### config.mk
export PLATFORM = sky130hd
export DESIGN_NAME = rom_dl_sched_flat
export DESIGN_NICKNAME = d
export VERILOG_FILES = /design/src/rtl/rom_dl_pkg.sv /design/src/rtl/rom_dl_sched_if.sv /design/src/rtl/rom_dl_fifo.sv /design/src/rtl/rom_dl_sched.sv /design/src/flat_wrapper.sv
export SDC_FILE = /design/constraint.sdc
export NUM_CORES = 1
export LEC_CHECK = 0
export BUFFER_PORTS_ARGS = -buffer_cell sky130_fd_sc_hd__buf_2
export CORE_MARGIN = 10
export CORE_UTILIZATION = 40
export CTS_CLUSTER_DIAMETER = 50
export DETAILED_ROUTE_END_ITERATION = 6
export GPL_ROUTABILITY_DRIVEN = 0
export GPL_TIMING_DRIVEN = 0
export SETUP_SLACK_MARGIN = 0.1
export SYNTH_ARGS = -nofsm -noshare
export SYNTH_HDL_FRONTEND = slang
export SYNTH_SLANG_ARGS = --single-unit
### constraint.sdc
create_clock -name ROMCL -period 2.3 [get_ports ROMCL]
set_clock_uncertainty 0.05 [all_clocks]
set_input_delay 0.23 -clock ROMCL [delete_from_list [all_inputs] [get_ports ROMCL]]
set_output_delay 0.23 -clock ROMCL [all_outputs]
set_load 0.05 [all_outputs]
### src/rtl/rom_dl_pkg.sv
// rtl/rom_dl_pkg.sv - shared types and constants for the ROM download scheduler
package rom_dl_pkg;

  localparam int REGION_CNT = 8;
  localparam int REGION_AW  = 13;

  typedef enum logic {
    IDLE = 1'b0,
    REQ  = 1'b1
  } state_e;

  typedef struct packed {
    logic [15:0] addr;
    logic [7:0]  data;
  } dl_entry_t;

  // The top three address bits pick one of the eight ROM regions.
  function automatic logic [REGION_CNT-1:0] region_cs(input logic [15:0] addr);
    logic [REGION_CNT-1:0] cs;
    cs = '0;
    cs[addr[15:13]] = 1'b1;
    return cs;
  endfunction

endpackage

### src/rtl/rom_dl_sched_if.sv
// rtl/rom_dl_sched_if.sv - download stream and target write handshake bundle
interface rom_dl_sched_if;

  logic        DL_ACT;
  logic        ROMEN;
  logic [15:0] ROMAD;
  logic [7:0]  ROMDT;
  logic        WR_REQ;
  logic        WR_ACK;
  logic [12:0] WR_AD;
  logic [7:0]  WR_DT;
  logic [7:0]  WR_CS;

  modport master (
    output DL_ACT, ROMEN, ROMAD, ROMDT, WR_ACK,
    input  WR_REQ, WR_AD, WR_DT, WR_CS
  );

  modport slave (
    input  DL_ACT, ROMEN, ROMAD, ROMDT, WR_ACK,
    output WR_REQ, WR_AD, WR_DT, WR_CS
  );

endinterface

### src/rtl/rom_dl_fifo.sv
// rtl/rom_dl_fifo.sv - synchronous write-buffer FIFO with first-word output
module rom_dl_fifo
  import rom_dl_pkg::*;
#(
  parameter int DEPTH = 4
) (
  input  logic      clk,
  input  logic      rst,
  input  logic      push,
  input  logic      pop,
  input  dl_entry_t wdata,
  output dl_entry_t rdata,
  output logic      full,
  output logic      empty
);

  localparam int            AW       = $clog2(DEPTH);
  localparam logic [AW:0]   FULL_CNT = (AW+1)'(DEPTH);

  dl_entry_t     mem_q [DEPTH];
  logic [AW-1:0] wptr_q, wptr_d, rptr_q, rptr_d;
  logic [AW:0]   cnt_q, cnt_d;
  logic          do_push, do_pop;

  assign full  = (cnt_q == FULL_CNT);
  assign empty = (cnt_q == '0);
  assign rdata = mem_q[rptr_q];

  // A pop frees the head slot in the same cycle, so a full FIFO still accepts a push.
  always_comb begin
    do_pop  = pop && !empty;
    do_push = push && (!full || do_pop);
    wptr_d  = do_push ? wptr_q + AW'(1) : wptr_q;
    rptr_d  = do_pop  ? rptr_q + AW'(1) : rptr_q;
    cnt_d   = cnt_q;
    if (do_push && !do_pop) begin
      cnt_d = cnt_q + (AW+1)'(1);
    end else if (do_pop && !do_push) begin
      cnt_d = cnt_q - (AW+1)'(1);
    end
  end

  always_ff @(posedge clk) begin
    if (rst) begin
      wptr_q <= '0;
      rptr_q <= '0;
      cnt_q  <= '0;
    end else begin
      wptr_q <= wptr_d;
      rptr_q <= rptr_d;
      cnt_q  <= cnt_d;
    end
  end

  always_ff @(posedge clk) begin
    if (do_push) begin
      mem_q[wptr_q] <= wdata;
    end
  end

endmodule

### src/rtl/rom_dl_sched.sv
// rtl/rom_dl_sched.sv - download write scheduler: FSM, region decode, DONE/OVF
// Optional CKSUM output and accumulator when ROM_DL_SCHED_CKSUM_EN is defined.
module rom_dl_sched
  import rom_dl_pkg::*;
#(
  parameter int FIFO_DEPTH = 4
) (
  input  logic          ROMCL,
  input  logic          RESET,
  rom_dl_sched_if.slave dl,
  output logic          BUSY,
  output logic          DONE,
  output logic          OVF
`ifdef ROM_DL_SCHED_CKSUM_EN
  ,
  output logic [15:0]   CKSUM
`endif
);

  state_e                  state_q, state_d;
  logic [REGION_AW-1:0]    ad_q, ad_d;
  logic [7:0]              dt_q, dt_d;
  logic [REGION_CNT-1:0]   cs_q, cs_d;
  logic                    ovf_q, ovf_d;
  logic                    act_q, act_d;
  logic                    fell_q, fell_d;
  logic                    fifo_pop, fifo_full, fifo_empty;
  dl_entry_t               fifo_wdata, fifo_rdata;
  logic                    dl_rise, dl_fall, ack, done;

  assign fifo_wdata = '{addr: dl.ROMAD, data: dl.ROMDT};

  rom_dl_fifo #(.DEPTH(FIFO_DEPTH)) u_fifo (
    .clk   (ROMCL),
    .rst   (RESET),
    .push  (dl.ROMEN),
    .pop   (fifo_pop),
    .wdata (fifo_wdata),
    .rdata (fifo_rdata),
    .full  (fifo_full),
    .empty (fifo_empty)
  );

  always_comb begin
    state_d  = state_q;
    ad_d     = ad_q;
    dt_d     = dt_q;
    cs_d     = cs_q;
    fifo_pop = 1'b0;
    ack      = (state_q == REQ) && dl.WR_ACK;
    dl_rise  = dl.DL_ACT && !act_q;
    dl_fall  = !dl.DL_ACT && act_q;
    done     = fell_q && fifo_empty && (state_q == IDLE);

    case (state_q)
      IDLE: begin
        if (!fifo_empty) begin
          fifo_pop = 1'b1;
          state_d  = REQ;
        end
      end
      REQ: begin
        if (dl.WR_ACK) begin
          if (!fifo_empty) begin
            fifo_pop = 1'b1;
          end else begin
            state_d = IDLE;
          end
        end
      end
      default: state_d = IDLE;
    endcase

    if (fifo_pop) begin
      ad_d = fifo_rdata.addr[REGION_AW-1:0];
      dt_d = fifo_rdata.data;
      cs_d = region_cs(fifo_rdata.addr);
    end

    act_d  = dl.DL_ACT;
    ovf_d  = (ovf_q && !dl_rise) || (dl.ROMEN && fifo_full && !fifo_pop);
    // The fall is remembered until the buffer drains, so DONE fires once per download.
    fell_d = !dl_rise && ((fell_q && !done) || dl_fall);
  end

  always_ff @(posedge ROMCL) begin
    if (RESET) begin
      state_q <= IDLE;
      ad_q    <= '0;
      dt_q    <= '0;
      cs_q    <= '0;
      ovf_q   <= 1'b0;
      act_q   <= 1'b0;
      fell_q  <= 1'b0;
    end else begin
      state_q <= state_d;
      ad_q    <= ad_d;
      dt_q    <= dt_d;
      cs_q    <= cs_d;
      ovf_q   <= ovf_d;
      act_q   <= act_d;
      fell_q  <= fell_d;
    end
  end

  assign dl.WR_REQ = (state_q == REQ);
  assign dl.WR_AD  = ad_q;
  assign dl.WR_DT  = dt_q;
  assign dl.WR_CS  = cs_q;
  assign BUSY      = !fifo_empty || (state_q == REQ);
  assign DONE      = done;
  assign OVF       = ovf_q;

`ifdef ROM_DL_SCHED_CKSUM_EN
  logic [15:0] cksum_q, cksum_d;

  always_comb begin
    cksum_d = cksum_q;
    if (dl_rise) begin
      cksum_d = '0;
    end else if (ack) begin
      cksum_d = cksum_q + {8'h00, dt_q};
    end
  end

  always_ff @(posedge ROMCL) begin
    if (RESET) begin
      cksum_q <= '0;
    end else begin
      cksum_q <= cksum_d;
    end
  end

  assign CKSUM = cksum_q;
`endif

endmodule

### src/flat_wrapper.sv
// flat-port wrapper written by rule: the top's interface ports become plain ports
module rom_dl_sched_flat import rom_dl_pkg::*;
#(
  parameter int FIFO_DEPTH = 4
)
  (ROMCL, RESET, BUSY, DONE, OVF, dl_DL_ACT, dl_ROMEN, dl_ROMAD, dl_ROMDT, dl_WR_ACK, dl_WR_REQ, dl_WR_AD, dl_WR_DT, dl_WR_CS);
  rom_dl_sched_if dl_i ();
  input  logic ROMCL;
  input  logic RESET;
  output logic BUSY;
  output logic DONE;
  output logic OVF;
  input wire logic [$bits(dl_i.DL_ACT)-1:0] dl_DL_ACT;
  input wire logic [$bits(dl_i.ROMEN)-1:0] dl_ROMEN;
  input wire logic [$bits(dl_i.ROMAD)-1:0] dl_ROMAD;
  input wire logic [$bits(dl_i.ROMDT)-1:0] dl_ROMDT;
  input wire logic [$bits(dl_i.WR_ACK)-1:0] dl_WR_ACK;
  output wire logic [$bits(dl_i.WR_REQ)-1:0] dl_WR_REQ;
  output wire logic [$bits(dl_i.WR_AD)-1:0] dl_WR_AD;
  output wire logic [$bits(dl_i.WR_DT)-1:0] dl_WR_DT;
  output wire logic [$bits(dl_i.WR_CS)-1:0] dl_WR_CS;
  assign dl_i.DL_ACT = dl_DL_ACT;
  assign dl_i.ROMEN = dl_ROMEN;
  assign dl_i.ROMAD = dl_ROMAD;
  assign dl_i.ROMDT = dl_ROMDT;
  assign dl_i.WR_ACK = dl_WR_ACK;
  assign dl_WR_REQ = dl_i.WR_REQ;
  assign dl_WR_AD = dl_i.WR_AD;
  assign dl_WR_DT = dl_i.WR_DT;
  assign dl_WR_CS = dl_i.WR_CS;
  rom_dl_sched #(.FIFO_DEPTH(FIFO_DEPTH)) u_core (.ROMCL(ROMCL), .RESET(RESET), .dl(dl_i), .BUSY(BUSY), .DONE(DONE), .OVF(OVF));
endmodule
# --- After elaboration in Yosys (flattened, before gate mapping) ---
# Memories as Yosys holds them, arrays and structs flattened. A register that Yosys moved wholly into a read port is not among the register bits.
# Index checks and enable logic that the tools add are counted.
totals:
  reg_bits: 40
  ramBits: 96
  input_bits: 29
  wordCells: 61
  memories: 1
mem_list:
  columns: ["name", "depth", "width", "read_ports", "rd_clocked_by_memory_dff", "wr", "line_no", "text"]
  rows:
  - ["u_core.u_fifo.mem_q", 4, 24, 1, 1, 1, "rom_dl_fifo.sv:20", "dl_entry_t mem_q [DEPTH];"]
op_classes:
  n_addsub: 4
  n_lt_le_gt_ge: 2
  n_eq_ne: 1
  mux: 13
  bitwise: 1
  n_reduce_logical: 29
op_table:
  columns: ["operator", "count"]
  rows:
  - ["logical AND 1 bit", 14]
  - ["logical NOT 1 bit", 9]
  - ["2-to-1 mux 1 bit", 6]
  - ["2-to-1 mux 3 bit", 2]
  - ["adder 2 x 1 -> 2 bit, second input constant", 2]
  - ["logical OR 1 bit", 4]
  - ["< comparator 3 x 4 -> 1 bit, second input constant", 1]
  - ["2-to-1 mux 2 bit", 2]
  - ["one-hot mux 1 bit (2 select lines)", 2]
  - ["adder 3 x 1 -> 3 bit, second input constant", 1]
  - ["demux 1 bit (select 3 bit)", 1]
  - ["equality test 3 bit, second input constant", 1]
  - ["greater-or-equal comparator 3 x 1 -> 1 bit, second input constant", 1]
  - ["logical NOT 3 bit", 1]
  - ["subtractor 3 x 1 -> 3 bit, second input constant", 1]
  - ["nonzero test 2 bit", 1]
  - ["inverter 1 bit", 1]

# --- Longest topological paths before layout ---
depth:
  word_depth: 11
  mapped_depth: 10

# --- Hierarchy ---
# A second synthesis with hierarchy kept.
hier_totals:
  hier_cells: 331
  hier_area_um2: 5266.3
modules_own_cells:
  columns: ["mod", "instances", "cells_each", "area_per_inst_um2", "seq_area_each_um2"]
  rows:
  - ["rom_dl_fifo", 1, 174, 3953.8, 3062.9]
  - ["rom_dl_sched", 1, 157, 1312.5, 660.6]

# --- Worst setup path before layout ---
# Ideal clock, no wire load.
synth_path:
  kind: "flip-flop to flip-flop"
  start: "register u_core.state_q (netlist: u_core.dl.WR_REQ)"
  end: "register u_core.u_fifo.cnt_q[2]"
  setup_time_ps: 70
  t_arrival_ps: 2534
  required_time_ps: 2180
  slack_ps: -354
  path_stages_with_launch: 11
  cell_sequence: "dfxtp_1 > nor2b_1 > nor2_1 > inv_1 > clkbuf_1 > ha_1 > inv_1 > fa_1 > xor2_1 > or3_1 > a21oi_1"
synth_via:
  elab_chain_cells: 8
synth_lines:
  columns: ["element", "line_no", "text"]
  rows:
  - ["start: declaration", "rom_dl_sched.sv:20", "state_e state_q, state_d;"]
  - ["start signal: assignment", "rom_dl_sched.sv:96", "state_q <= state_d;"]
  - ["inverter 1 bit", "rom_dl_sched.sv:55", "case (state_q)"]
  - ["one-hot mux 1 bit (2 select lines) *", "rom_dl_sched.sv:55", null]
  - ["logical AND 1 bit *", "rom_dl_fifo.sv:31", "do_pop = pop && !empty;"]
  - ["logical OR 1 bit", "rom_dl_fifo.sv:32", "do_push = push && (!full || do_pop);"]
  - ["logical AND 1 bit", "rom_dl_fifo.sv:32", null]
  - ["logical NOT 1 bit", "rom_dl_fifo.sv:38", "end else if (do_pop && !do_push) begin"]
  - ["logical AND 1 bit", "rom_dl_fifo.sv:38", null]
  - ["nonzero test 2 bit (no source line)", null, null]
  - ["end signal: assignment", "rom_dl_fifo.sv:51", "cnt_q <= cnt_d;"]
  - ["end: declaration", "rom_dl_fifo.sv:22", "logic [AW:0] cnt_q, cnt_d;"]
# Mark *: on every way between the ends. The rest lies on a longest branch, timed or not.
# A chain may end at the register's enable or synchronous reset.

# --- Final worst setup path ---
layout_path:
  start: "register u_core.u_fifo.cnt_q[2]"
  end: "register u_core.u_fifo.cnt_q[2]"
layout_via:
  elab_chain_cells: 10
layout_lines:
  columns: ["element", "line_no", "text"]
  rows:
  - ["logical NOT 3 bit", "rom_dl_fifo.sv:26", "assign empty = (cnt_q == '0);"]
  - ["2-to-1 mux 1 bit", "rom_dl_sched.sv:57, rom_dl_sched.sv:64", null]
  - ["2-to-1 mux 1 bit", "rom_dl_sched.sv:63", "if (dl.WR_ACK) begin"]
  - ["one-hot mux 1 bit (2 select lines)", "rom_dl_sched.sv:55", null]
  - ["logical AND 1 bit", "rom_dl_fifo.sv:31", null]
  - ["logical OR 1 bit", "rom_dl_fifo.sv:32", null]
  - ["logical AND 1 bit", "rom_dl_fifo.sv:32", null]
  - ["logical NOT 1 bit", "rom_dl_fifo.sv:38", null]
  - ["logical AND 1 bit", "rom_dl_fifo.sv:38", null]
  - ["nonzero test 2 bit (no source line)", null, null]
# Several ways; a longest one is shown, not always the timed one. The select of a mux whose other input is x is not followed.

==> summary.md <==
| Metric | Value |
|---|---|
| CTS Sinks | `approximately 140` |
| Worst hold path class | `in2reg` |
| Hold Path Stages | `2` |
| CTS Buf Count | `17` |
| CP endpoint kind | `flop` |
| Reg2reg end | `u_core.u_fifo.cnt_q[2]` |
| Commonest non-fill, non-tap cells in the layout | `96 x edfxtp_1, 62 x buf_2, 51 x nand2_1` |
| Root buffer cell | `clkbuf_16` |
| FF-to-FF path depth | `10` |
| Post-DP HPWL | `between 6 and 7 mm` |
| Clock latency on the worst-skew pair | `0.41 ns` |
| Adder-cell area share of the yosys netlist | `1.823%` |
| Syn_nets | `355` |
| GRT Max-Usage Layer | `met2` |
| Setup_tns | `0 ns` |
| Post-DR wirelength/cell | `16.47 µm` |
| Final hold violation count | `0` |
| Diodes inserted | `0` |
| Post-Syn Area | `5080 µm²` |
| CTS Buffer Depth | `2` |
| Height of the die | `132.7 µm` |
| Leakage power figure | `2.394 nW` |
| Die width | `132.7 µm` |
| FF-to-FF Start | `u_core.u_fifo.cnt_q[2]` |
| Synth Area in XOR/XNOR | `less than 1%` |
| Layout cells sized above 1 | `30.93%` |
| # rows | `41` |
| R2R Setup Slk | `0.22 ns` |
| Fin nets | `roughly 470` |
| Port Buffers | `60` |
| Critical path startpoint category | `flop` |
| Post-synthesis mux area share | `11.03%` |
| Pwr dens | `1269 nW/µm²` |
| TritonCTS clock tree | `done` |
| Initial antenna violation count | `0` |
| Yosys warnings | `0` |
| Setup repair after global routing missed its margin | `false` |
| Final Slew Violations | `0` |
| Tmin final | `between 2 and 2.5 ns` |
| Final Power | `8.341 mW` |
| Register clock-pin slew on the reported worst setup and hold paths | `0.06 ns` |
| Critical path arrival | `2.37 ns` |
| Hold_sp | `RESET` |
| Fill cells | `1091` |
| Final wirelength | `10.13 mm` |
| DRC | `0` |
| Antenna Nets Post-Route | `0` |
| Worst path required time | `2.59 ns` |
| Total core area | `between 10000 and 15000 µm²` |
| H-tree levels | `4` |
| Peak Freq | `480.5 MHz` |
| Worst VDD drop | `about 540 µV` |
| Worst-Margin Slew | `0.7227 ns` |
| Post-Synth Simple-Gate Area | `around 7.5%` |
| IO Count | `62` |
| Initial DRC count | `147` |
| Layout area overhead | `29.43%` |
| Mean Syn Cell Area | `15.87 µm²` |
| Grt ovf | `0` |
| Seq/Total Area, Yosys | `between 70% and 80%` |
| Drt first pass iters | `4` |
| Largest net degree at the start of global routing | `25` |
| Grt met1 use | `15.01%` |
| Commonest non-fill, non-tap cell in the layout | `edfxtp_1` |
| First-pass GRT wire length | `roughly 17 mm` |
| Final period util | `between 90% and 100%` |
| Hold endpoint | `u_core.dl.WR_AD[5]` |
| Aggregate global-route resource usage | `12.16%` |
| Critical Path Source | `u_core.u_fifo.cnt_q[2]` |
| Synth Area in Compound Gates | `3.473%` |
| Via density | `4.761` |
| Final Setup Violations | `0` |
| Die area | `17610 µm²` |
| Initial Utilization | `40.58%` |
| Vias in the first global route | `3173` |
| Cells after Synth | `320` |
| Largest family of logic cells by synthesized area | `multiplexers` |
| #FFs+latches synth | `about 140` |
| WS Path Type | `reg2reg` |
| Worst slew margin | `roughly half` |
| Vias | `between 2000 and 3000` |
| Met3 GRT Util | `3.369%` |
| CP max FO | `7` |
| Count of different cell masters after synthesis | `29` |
| Status | `completed` |
| Max-Cap Viols | `0` |
| Met2 Use GR | `19.24%` |
==> state kept, by name (all words and copies together), names as in the netlist, named ones only <==
signal and flops:
u_core.dl.WR_CS 8, u_core.OVF 1, u_core.dl.WR_DT 8, u_core.dl.WR_AD 13
u_core.u_fifo.mem_q 96, u_core.u_fifo.rptr_q 2, u_core.u_fifo.wptr_q 2, u_core.u_fifo.cnt_q 3
u_core.dl.WR_REQ 1, u_core.act_q 1, u_core.fell_q 1
==> synth_stat cells <==
| cell | n | area [µm²] |
|---|---|---|
| clkbuf_1 | 14 | 52.55 |
| nand4_1 | 2 | 12.51 |
| or4b_1 | 2 | 20.02 |
| buf_6 | 1 | 11.26 |
| nand3_1 | 2 | 10.01 |
| nand2b_1 | 1 | 6.260 |
| ha_1 | 5 | 62.56 |
| fa_1 | 1 | 20.02 |
| or4_1 | 1 | 7.510 |
| inv_1 | 8 | 30.03 |
| maj3_1 | 1 | 10.01 |
| a31oi_1 | 1 | 6.260 |
| xor2_1 | 3 | 26.28 |
| a21oi_1 | 32 | 160.2 |
| buf_2 | 2 | 10.01 |
| nor2b_1 | 1 | 6.260 |
| edfxtp_1 | 96 | 2883 |
| and2_1 | 4 | 25.02 |
| o21ai_0 | 2 | 10.01 |
| mux4_2 | 24 | 540.5 |
| nor2_1 | 13 | 48.80 |
| nand3b_1 | 1 | 7.510 |
| dfxtp_1 | 42 | 840.8 |
| nor3_1 | 1 | 5.000 |
| xnor2_1 | 2 | 17.52 |
| nand4b_1 | 3 | 26.28 |
| or3_1 | 2 | 12.51 |
| mux2i_1 | 2 | 20.02 |
| nand2_1 | 51 | 191.4 |
==> what timing repair did <==
action | 4_1_cts | 5_1_grt
hold endpoints to repair | 97 | 0
gates resized for setup | 7 | 6
setup endpoints to repair | 97 | 1
hold buffers | 25 | 0
pin swaps | 2 | 1
setup buffers | 3 | 3
==> through the flow <==
| stage | worst slack (ns) | utilization (%) | cell area (µm²) | cells | hold slack [ns] |
|---|---|---|---|---|---|
| after floorplan | 0.1216 | - | 5120 | 320 | 0.2789 |
| after global placement | -0.3405 | 45.02 | 5635 | 552 | 0.3914 |
| after detailed placement | -0.3361 | 45.02 | 5635 | 552 | 0.3974 |
| after CTS | 0.1002 | 52.24 | 6539 | 612 | 0.04631 |
| after global routing | 0.1029 | 52.53 | 6575 | 615 | 0.07933 |
| final | 0.2188 | 52.53 | 6575 | 615 | 0.05363 |
==> cell families after synthesis <==
logic type,after synthesis
fa+ha+maj,7
simple gates,84
xor+xnor,5
flops,138
buf+inv,25
mux,26
compound gates,35
==> power breakdown <==
group          total [mW]  switching (mW)  internal [mW]
clock                2.72           0.937           1.79
sequential           3.18           0.176           3.00
combinational        2.44            1.58          0.860
==> routing by layer <==
| metal | wire length, µm | share of wire (%) |
|---|---|---|
| met2 | 4847 | 48 |
| met1 | 4656 | 46 |
| met3 | 437 | 4.3 |
| met4 | 184 | 1.8 |
| met5 | 0 | 0 |
==> cell type report <==
type | instances | area, µm² | area share (%)
clock buffer | 25 | 525.5 | 7.992
buffer | 17 | 85.08 | 1.294
clock inverter | 7 | 86.33 | 1.313
tap | 172 | 215.2 | 3.273
timing repair buffer | 91 | 595.6 | 9.058
inverter | 8 | 30.03 | 0.4567
sequential | 138 | 3734 | 56.78
multi-input combinational | 157 | 1304 | 19.83
==> critical path, stage by stage (launching register included) <==
cell and delay [ns]:
dfxtp_4 0.37, nor3_4 0.19, nor2_1 0.08, inv_2 0.09, buf_8 0.11, ha_4 0.12
inv_1 0.04, fa_1 0.37, xor2_1 0.16, or3_1 0.30, a21oi_1 0.13
==> worst max path at each step <==
stage,slack [ns],cells past startpoint,end
global placement,-0.34,3,u_core.u_fifo.mem_q[1][6]
detailed placement,-0.34,3,u_core.u_fifo.mem_q[3][6]
CTS,0.10,10,u_core.u_fifo.cnt_q[2]
floorplan,0.12,2,DONE
global route,0.10,10,u_core.u_fifo.cnt_q[2]
finish,0.22,10,u_core.u_fifo.cnt_q[2]
No activity file was read; power rests on OpenSTA's default activity.
